## src/rtl/gb_joypad.sv

```systemverilog
// gb_joypad: DualShock2 key/stick outputs -> Game Boy P1/JOYP (FF00) register
// plus joypad interrupt. Keys are synchronised, debounced and SOCD-cleaned;
// the left stick folds into the D-pad with hysteresis.
// Optional feature macro: GB_JOYPAD_TURBO_EN (square/triangle act as turbo A/B).

// Per-key 2-flop synchroniser followed by a tick-based debouncer.
module gb_joypad_deb #(
  parameter int DEBOUNCE_CNT = 3
) (
  input  logic clk,
  input  logic rst_n,
  input  logic tick_i,
  input  logic raw_i,
  output logic key_o
);
  logic       s1_q, s2_q, key_q;
  logic [3:0] cnt_q;

  // Bring the asynchronous key into the clk domain
  always_ff @(posedge clk or negedge rst_n) begin
    if (!rst_n) begin
      s1_q <= 1'b0;
      s2_q <= 1'b0;
    end else begin
      s1_q <= raw_i;
      s2_q <= s1_q;
    end
  end

  // Accept a new level only after DEBOUNCE_CNT consecutive disagreeing ticks
  always_ff @(posedge clk or negedge rst_n) begin
    if (!rst_n) begin
      key_q <= 1'b0;
      cnt_q <= 4'd0;
    end else if (tick_i) begin
      if (s2_q != key_q) begin
        if (cnt_q == 4'(DEBOUNCE_CNT - 1)) begin
          key_q <= s2_q;
          cnt_q <= 4'd0;
        end else begin
          cnt_q <= cnt_q + 4'd1;
        end
      end else begin
        cnt_q <= 4'd0;
      end
    end
  end

  assign key_o = key_q;
endmodule

module gb_joypad #(
  parameter int         TICK_DIV     = 4096,
  parameter int         DEBOUNCE_CNT = 3,
  parameter logic [7:0] STICK_LO_ON  = 8'h40,
  parameter logic [7:0] STICK_LO_OFF = 8'h60,
  parameter logic [7:0] STICK_HI_ON  = 8'hC0,
  parameter logic [7:0] STICK_HI_OFF = 8'hA0,
  parameter int         TURBO_TICKS  = 33
) (
  input  logic       clk,
  input  logic       rst_n,
  input  logic       key_up,
  input  logic       key_down,
  input  logic       key_left,
  input  logic       key_right,
  input  logic       key_circle,
  input  logic       key_cross,
  input  logic       key_start,
  input  logic       key_select,
  input  logic       key_square,
  input  logic       key_triangle,
  input  logic       stick_en,
  input  logic [7:0] stick_lx,
  input  logic [7:0] stick_ly,
  input  logic       reg_wr,
  input  logic [7:0] reg_din,
  output logic [7:0] reg_dout,
  output logic       int_req
);
`ifdef GB_JOYPAD_TURBO_EN
  localparam int NK = 10;
`else
  localparam int NK = 8;
`endif
  localparam int TW = (TICK_DIV > 1) ? $clog2(TICK_DIV) : 1;

  // raw key order: up, down, left, right, circle(A), cross(B), start, select, square, triangle
  logic [9:0]    raw;
  logic [NK-1:0] db;
  logic [TW-1:0] tick_cnt_q;
  logic          tick;
  logic [1:0]    sel_q;
  logic [3:0]    lines_q, prev_q, mat;
  logic          sen_s1_q, sen_s2_q;
  logic [7:0]    lx_s1_q, lx_s2_q, lx_s3_q, ly_s1_q, ly_s2_q, ly_s3_q, lx_h_q, ly_h_q;
  logic [7:0]    ax, ay;
  logic          stk_stable;
  logic          st_up_q, st_dn_q, st_lf_q, st_rt_q;
  logic          btn_a, btn_b, u, d, l, r;

  assign raw = {key_triangle, key_square, key_select, key_start, key_cross, key_circle,
                key_right, key_left, key_down, key_up};

  // Free-running sample tick
  always_ff @(posedge clk or negedge rst_n) begin
    if (!rst_n) tick_cnt_q <= '0;
    else        tick_cnt_q <= tick ? '0 : tick_cnt_q + 1'b1;
  end
  assign tick = (tick_cnt_q == TW'(TICK_DIV - 1));

  generate
    for (genvar g = 0; g < NK; g++) begin : g_deb
      gb_joypad_deb #(.DEBOUNCE_CNT(DEBOUNCE_CNT)) u_deb (
        .clk(clk), .rst_n(rst_n), .tick_i(tick), .raw_i(raw[g]), .key_o(db[g])
      );
    end
  endgenerate

  // Synchronise stick_en and both stick axes; third stage detects a settled bus
  always_ff @(posedge clk or negedge rst_n) begin
    if (!rst_n) begin
      sen_s1_q <= 1'b0; sen_s2_q <= 1'b0;
      lx_s1_q <= '0; lx_s2_q <= '0; lx_s3_q <= '0;
      ly_s1_q <= '0; ly_s2_q <= '0; ly_s3_q <= '0;
    end else begin
      sen_s1_q <= stick_en; sen_s2_q <= sen_s1_q;
      lx_s1_q <= stick_lx; lx_s2_q <= lx_s1_q; lx_s3_q <= lx_s2_q;
      ly_s1_q <= stick_ly; ly_s2_q <= ly_s1_q; ly_s3_q <= ly_s2_q;
    end
  end

  // A multi-bit bus crossing is only trusted once it has held for two clocks
  assign stk_stable = (lx_s2_q == lx_s3_q) && (ly_s2_q == ly_s3_q);
  assign ax = stk_stable ? lx_s2_q : lx_h_q;
  assign ay = stk_stable ? ly_s2_q : ly_h_q;

  // Holding register: refreshed on tick when the bus is settled, stale otherwise
  always_ff @(posedge clk or negedge rst_n) begin
    if (!rst_n) begin
      lx_h_q <= '0;
      ly_h_q <= '0;
    end else if (tick && stk_stable) begin
      lx_h_q <= lx_s2_q;
      ly_h_q <= ly_s2_q;
    end
  end

  // Stick-to-D-pad fold with hysteresis; threshold-equal values hold state
  always_ff @(posedge clk or negedge rst_n) begin
    if (!rst_n) begin
      {st_up_q, st_dn_q, st_lf_q, st_rt_q} <= 4'b0;
    end else if (!sen_s2_q) begin
      {st_up_q, st_dn_q, st_lf_q, st_rt_q} <= 4'b0;
    end else if (tick) begin
      if (ax < STICK_LO_ON) st_lf_q <= 1'b1; else if (ax > STICK_LO_OFF) st_lf_q <= 1'b0;
      if (ax > STICK_HI_ON) st_rt_q <= 1'b1; else if (ax < STICK_HI_OFF) st_rt_q <= 1'b0;
      if (ay < STICK_LO_ON) st_up_q <= 1'b1; else if (ay > STICK_LO_OFF) st_up_q <= 1'b0;
      if (ay > STICK_HI_ON) st_dn_q <= 1'b1; else if (ay < STICK_HI_OFF) st_dn_q <= 1'b0;
    end
  end

`ifdef GB_JOYPAD_TURBO_EN
  logic [7:0] turbo_cnt_q;
  logic       phase_q;
  logic       unused_bits;
  assign unused_bits = ^{reg_din[7:6], reg_din[3:0]};

  // Turbo phase: starts pressed, flips every TURBO_TICKS ticks while a turbo key is held
  always_ff @(posedge clk or negedge rst_n) begin
    if (!rst_n) begin
      turbo_cnt_q <= '0;
      phase_q     <= 1'b1;
    end else if (!(db[8] | db[9])) begin
      turbo_cnt_q <= '0;
      phase_q     <= 1'b1;
    end else if (tick) begin
      if (turbo_cnt_q == 8'(TURBO_TICKS - 1)) begin
        turbo_cnt_q <= '0;
        phase_q     <= ~phase_q;
      end else begin
        turbo_cnt_q <= turbo_cnt_q + 8'd1;
      end
    end
  end
  assign btn_a = db[4] | (db[8] & phase_q);
  assign btn_b = db[5] | (db[9] & phase_q);
`else
  logic unused_bits;
  assign unused_bits = ^{raw[9:8], reg_din[7:6], reg_din[3:0]};
  assign btn_a = db[4];
  assign btn_b = db[5];
`endif

  // Merge keys with stick, drop opposing directions, then build the active-low matrix
  always_comb begin
    u = db[0] | st_up_q;
    d = db[1] | st_dn_q;
    l = db[2] | st_lf_q;
    r = db[3] | st_rt_q;
    if (u && d) begin u = 1'b0; d = 1'b0; end
    if (l && r) begin l = 1'b0; r = 1'b0; end
    mat[0] = ~((~sel_q[0] & r) | (~sel_q[1] & btn_a));
    mat[1] = ~((~sel_q[0] & l) | (~sel_q[1] & btn_b));
    mat[2] = ~((~sel_q[0] & u) | (~sel_q[1] & db[7]));
    mat[3] = ~((~sel_q[0] & d) | (~sel_q[1] & db[6]));
  end

  // CPU-visible select bits and registered lines with one-clk history
  always_ff @(posedge clk or negedge rst_n) begin
    if (!rst_n) begin
      sel_q   <= 2'b11;
      lines_q <= 4'hF;
      prev_q  <= 4'hF;
    end else begin
      if (reg_wr) sel_q <= reg_din[5:4];
      lines_q <= mat;
      prev_q  <= lines_q;
    end
  end

  assign reg_dout = {2'b11, sel_q, lines_q};
  assign int_req  = |(prev_q & ~lines_q);
endmodule

```

## config.mk

```make
export PLATFORM = sky130hd
export DESIGN_NAME = gb_joypad
export DESIGN_NICKNAME = d
export VERILOG_FILES = /design/src/rtl/gb_joypad.sv
export SDC_FILE = /design/constraint.sdc
export NUM_CORES = 1
export LEC_CHECK = 0
export BUFFER_PORTS_ARGS = -buffer_cell sky130_fd_sc_hd__buf_2
export CAP_MARGIN = 10
export CORE_MARGIN = 8
export CORE_UTILIZATION = 35
export DETAILED_ROUTE_END_ITERATION = 8
export SYNTH_ARGS = -nofsm -noshare
export SYNTH_HDL_FRONTEND = slang
export SYNTH_SLANG_ARGS = --single-unit
export TNS_END_PERCENT = 10
```

## constraint.sdc

```tcl
create_clock -name clk -period 3.8 [get_ports clk]
set_input_delay 0.19 -clock clk [delete_from_list [all_inputs] [get_ports clk]]
set_output_delay 0.19 -clock clk [all_outputs]
set_load 0.01 [all_outputs]
```

# [Word level (Yosys, flattened, before mapping)]
# Index checks and enable logic that the tools add are counted.
[totals] input_bits=38 wordCells=171 reg_bits=148
[op_classes] n_reduce_logical=17 n_lt_le_gt_ge=8 n_mux=39 bitwise=24 n_eq_ne=24 addsub=9
[ops] cell="$mux 4" count=16
[ops] cell="$add 4x1->4 const B" count=8
[ops] cell="$eq 4x2->1 const B" count=8
[ops] cell="$reduce_and 3->1" count=8
[ops] cell="$mux 1" count=20
[ops] cell="$eq 8x8->1" count=2
[ops] cell="$gt 8x7->1 const B" count=2
[ops] cell="$gt 8x8->1 const B" count=2
[ops] cell="$lt 8x7->1 const B" count=2
[ops] cell="$lt 8x8->1 const B" count=2
[ops] cell="$mux 8" count=2
[ops] cell="$add 12x1->12 const B" count=1
[ops] cell="$eq 12x12->1 const B" count=1
[ops] cell="$mux 12" count=1
[ops] cell="$ne 3x1->1 const B" count=4
[ops] cell="$and 1x1->1" count=8
[ops] cell="$ne 1x1->1" count=8
[ops] cell="$or 1x1->1" count=8
[ops] cell="$reduce_and 2->1" count=4
[ops] cell="$not 1->1" count=6
[ops] cell="$and 4x4->4" count=1
[ops] cell="$logic_and 1x1->1" count=4
[ops] cell="$not 4->4" count=1
[ops] cell="$reduce_or 4->1" count=1
[ops] cell="$ne 2x2->1 const B" count=1

# [Depth between registers and ports, before layout]
[logic_depth] ltp_word=8 mapped_depth=7

# [Hierarchy]
# From an unflattened synthesis, not the netlist that was laid out.
[unflattened] cells_unflattened=450 area_unflattened_um2=6028.3
[modules_own_cells] module="gb_joypad" area_per_inst_um2=3435.8 seq_area_each_um2=2314.7 n_inst=1 cells_per_inst=250
[modules_own_cells] module="gb_joypad_deb" area_per_inst_um2=324.1 seq_area_each_um2=175.2 n_inst=8 cells_per_inst=25

# [Least setup slack after synthesis]
# No wires, ideal clock.
[synth_timing] path_kind="reg2reg" start="reg lx_s2_q[7]" end="reg lx_h_q[0]" arrival_ps=1759 setup_slack_ps=1917 period_less_slack_ps=1883 stages_incl_launch_ff=7 required_ps=3675 path_buffers=1 setup_time_ps=125 cell_sequence="dfrtp_1 xor2_1 nor4_1 nand4_1 nor2_4 buf_6 mux2_2"
[synth_via] elab_chain_len=3
[synth_lines] element="start: declaration" line_no="96" rtl="logic [7:0] lx_s1_q, lx_s2_q, lx_s3_q, ly_s1_q, ly_s2_q, ly_s3_q, lx_h_q, ly_h_q;"
[synth_lines] element="start signal: assignment" line_no="128" rtl="lx_s1_q <= stick_lx; lx_s2_q <= lx_s1_q; lx_s3_q <= lx_s2_q;"
[synth_lines] element="$eq 8x8->1" line_no="134" rtl="assign stk_stable = (lx_s2_q == lx_s3_q) && (ly_s2_q == ly_s3_q);"
[synth_lines] element="$logic_and 1x1->1" line_no="134"
[synth_lines] element="$logic_and 1x1->1" line_no="143" rtl="end else if (tick && stk_stable) begin"
[synth_lines] element="end signal: assignment" line_no="144" rtl="lx_h_q <= lx_s2_q;"
[synth_lines] element="end: declaration" line_no="96"
# Every way passes these cells.
# A chain may end at the register's enable or synchronous reset.

# [Worst setup path after layout]
[layout_timing] start="reg ly_s2_q[0]" end="reg lx_h_q[2]"
[layout_via] elab_chain_len=3
[layout_lines] element="start: declaration" line_no="96"
[layout_lines] element="start signal: assignment" line_no="129" rtl="ly_s1_q <= stick_ly; ly_s2_q <= ly_s1_q; ly_s3_q <= ly_s2_q;"
[layout_lines] element="$eq 8x8->1" line_no="134"
[layout_lines] element="$logic_and 1x1->1" line_no="134"
[layout_lines] element="$logic_and 1x1->1" line_no="143"
# Every way passes these cells.

==> metrics.md <==
| Metric | Value |
|---|---|
| Hold Path Cell Cnt | `0` |
| Clock Tree Root | `clkbuf_16` |
| Via-per-instance ratio | `4.68` |
| Vias | `3671` |
| FF-to-FF End | `lx_h_q[2]` |
| Mapped Area | `0.00588 sq mm` |
| Footprint of the multi-input gates | `0.00205 sq mm` |
| Gr ovfl total | `0` |
| Clk sink count | `148` |
| CP bufs+invs | `1` |
| Core ar. | `0.0165 sq mm` |
| Critical path type | `register to register` |
| Final max-slew violation count | `0` |
| CP max FO | `16` |
| Top Ports | `47` |
| Iteration-0 DRC Markers | `159` |
| Worst slew pin tran | `833 ps` |
| Data arrival, critical path | `2480 ps` |
| Setup TNS | `0 ps` |
| Initial core utilization | `35.6%` |
| Final #Nets | `607` |
| Syn-to-layout area delta | `22.4%` |
| Clock Path Buffers | `2` |
| Reg2Reg Depth | `6` |
| R2R Setup Slk | `1620 ps` |
| Distinct cells, synth | `42` |
| Pin count of the biggest net entering global routing | `96` |
| Final Cycle Share | `57.4%` |
| DR WL/cell | `13.6 um` |
| TritonCTS Buffers | `17` |
| Vias in the first global route | `3876` |
| Met3 Use GR | `3.51%` |
| # port buffers | `36` |
| Average instance area after synthesis | `12.4 sq um` |
| Top delay family on crit path | `simple AND/OR/NAND/NOR gates` |
| FP Rows | `47` |
| Global Route met2 Usage | `18.2%` |
| # DRC | `0` |
| Final Hold Vio Count | `0` |
| Total track usage | `10.8%` |
| Critical Path End | `lx_h_q[2]` |
| PwrDens | `473 mW/mm^2` |
| Clock skew | `8.15 ps` |
| Most frequent cells in the layout | `dfrtp_1, o21ai_0, nand2_1, buf_2, dlygate4sd3_1` |
| CTS tree | `done` |
| Reg area | `0.00372 sq mm` |
| M1 GR Usage | `12.7%` |
| Final ANT Viol Nets | `0` |
| # fillers | `1534` |
| GRT Max-Usage Layer | `met2` |
| RSZ-0062 raised after global routing | `false` |
| Levels on crit path | `6` |
| #FFs+latches synth | `148` |
| Commonest non-fill, non-tap cell in the layout | `dfrtp_1` |
| Status | `complete, no violations` |
| Pleak | `3.29 nW` |
| H-Tree Depth | `4` |
| Final min period | `2180 ps` |
| Layout cell share with drive strength beyond 1 | `20.7%` |
| Max IR drop VDD | `0.397 mV` |
| Die height | `146 um` |
| Hold WC Path Type | `register to register` |
| Crit path max-delay cell type | `dfrtp_1` |
| Gp weighted congestion | `0.737` |
| Slew Limit Headroom | `44.5%` |
| RR Startpoint | `ly_s2_q[0]` |
| Die ar. | `0.0212 sq mm` |
| First-pass DRT Iterations | `4` |
| Max Cap Violations | `0` |
| Dpl hpwl | `7100 um` |
| Number of diodes | `0` |
| CP Cell Sequence | `xor2_1, nor4_1, nand4_1, buf_4, nor2_4, mux2_2` |
| Critical path required time | `4100 ps` |
| Crit path launch type | `register` |
| First-pass GRT wire length | `18600 um` |
| Clock latency on the worst-skew pair | `420 ps` |
| Routed wire length | `10700 um` |
| Final hold slack | `347 ps` |
| Worst Setup SP | `ly_s2_q[0]` |
| Setup violators final | `0` |
| Initial antenna violation count | `0` |
| Clock-pin slew on the worst setup and hold paths | `60 ps` |
| Post-synthesis sequential area ratio | `63.2%` |
| Chip width | `146 um` |
| Maximum clock frequency | `458 MHz` |
| Cells after Synth | `473` |
| Crit path largest cell delay | `420 ps` |
| Warnings, synthesis | `0` |
| Critical path capture point type | `register` |
## through the flow
step / setup slack, ps / total power, mW / std cells / utilization [%] / cell area, sq um
after floorplan: 1920 / 1.69 / 474 / - / 5880
after global placement: 1610 / 1.75 / 724 / 38.2 / 6310
after detailed placement: 1560 / 1.76 / 724 / 38.2 / 6310
after CTS: 1540 / 3.45 / 785 / 43.5 / 7190
after global routing: 1410 / 3.53 / 785 / 43.5 / 7190
final: 1620 / 3.40 / 785 / 43.5 / 7190
## what timing repair did
action,in CTS,in global routing
resized for setup,0,0
buffers inserted,0,0
hold endpoints to repair,120,0
hold buffers,29,0
## power by group
part	internal, mW	switching (mW)	leakage [nW]	total [mW]
logic	0.0500	0.0564	1.14	0.106
clock network	0.933	0.716	0.289	1.65
registers	1.62	0.0270	1.87	1.64
## logic make-up after synthesis
kind of cell             share of synthesized area, %
AO/OA/AOI/OAI                                    8.54
XOR/XNOR                                         4.92
adder cells (fa/ha/maj)                          3.62
buffers and inverters                            2.00
flip-flops                                       63.2
multiplexers                                     5.51
other                                          0.0638
AND/OR/NAND/NOR                                  12.1
## state kept, by name, summed over array words and instances, names as in the netlist
name / count
sel_q: 2
g_deb.u_deb.s2_q: 8
lines_q: 4
tick_cnt_q: 12
ly_s1_q: 8
st_lf_q: 1
sen_s2_q: 1
st_rt_q: 1
g_deb.u_deb.s1_q: 8
prev_q: 4
lx_h_q: 8
sen_s1_q: 1
g_deb.u_deb.cnt_q: 32
st_up_q: 1
ly_h_q: 8
ly_s3_q: 8
ly_s2_q: 8
lx_s3_q: 8
lx_s1_q: 8
st_dn_q: 1
lx_s2_q: 8
g_deb.u_deb.key_o: 8
## area by class of cell
class                           count  area share (%)
Clock inverter                     15            2.23
Timing Repair Buffer               70            7.15
Inverter                           14           0.731
Multi-Input combinational cell    301            28.5
Tap cell                          220            3.83
Sequential cell                   148            51.7
Clock buffer                       17            5.92
## layer usage
| layer | share of wire [%] | vias to the layer above |
|---|---|---|
| li1 | - | 1786 |
| met5 | 0 | - |
| met3 | 3.7 | 14 |
| met2 | 51 | 50 |
| met4 | 1.5 | 0 |
| met1 | 44 | 1821 |
## Yosys cell counts, drive strengths merged
cell	count	share of area, %
a21boi	2	0.26
a21oi	10	0.85
a22oi	1	0.13
a2bb2oi	2	0.30
a31oi	2	0.21
and2	1	0.11
and3	1	0.11
buf	6	0.79
clkbuf	5	0.32
conb	1	0.064
dfrtp	138	59
dfstp	10	4.5
ha	17	3.6
inv	14	0.89
mux2	27	5.2
mux2i	2	0.34
nand2	38	2.4
nand2b	15	1.6
nand3	11	1.0
nand4	6	0.75
nor2	26	1.9
nor2b	7	0.75
nor3	10	1.0
nor3b	8	1.0
nor4	6	0.64
o211a	2	0.34
o211ai	4	0.51
o21ai	44	3.7
o221ai	1	0.15
o31ai	16	2.0
or2	7	0.75
xnor2	5	0.75
xor2	28	4.2
## worst register-to-register path, cell delays in order, from the launching register on
cell	delay, ps
dfrtp_1	420
xor2_1	160
nor4_1	320
nand4_1	130
buf_4	210
nor2_4	420
mux2_2	410
## worst min-delay path by stage
stage	start	to
2_1_floorplan	rst_n	g_deb[0].u_deb.cnt_q[0]
3_3_place_gp	stick_ly[4]	ly_s1_q[4]
3_5_place_dp	stick_ly[2]	ly_s1_q[2]
4_1_cts	g_deb[1].u_deb.s1_q	g_deb[1].u_deb.s2_q
5_1_grt	lx_s1_q[4]	lx_s2_q[4]
6_report	g_deb[1].u_deb.s1_q	g_deb[1].u_deb.s2_q
Note: power is estimated with default switching activity, not from simulation.
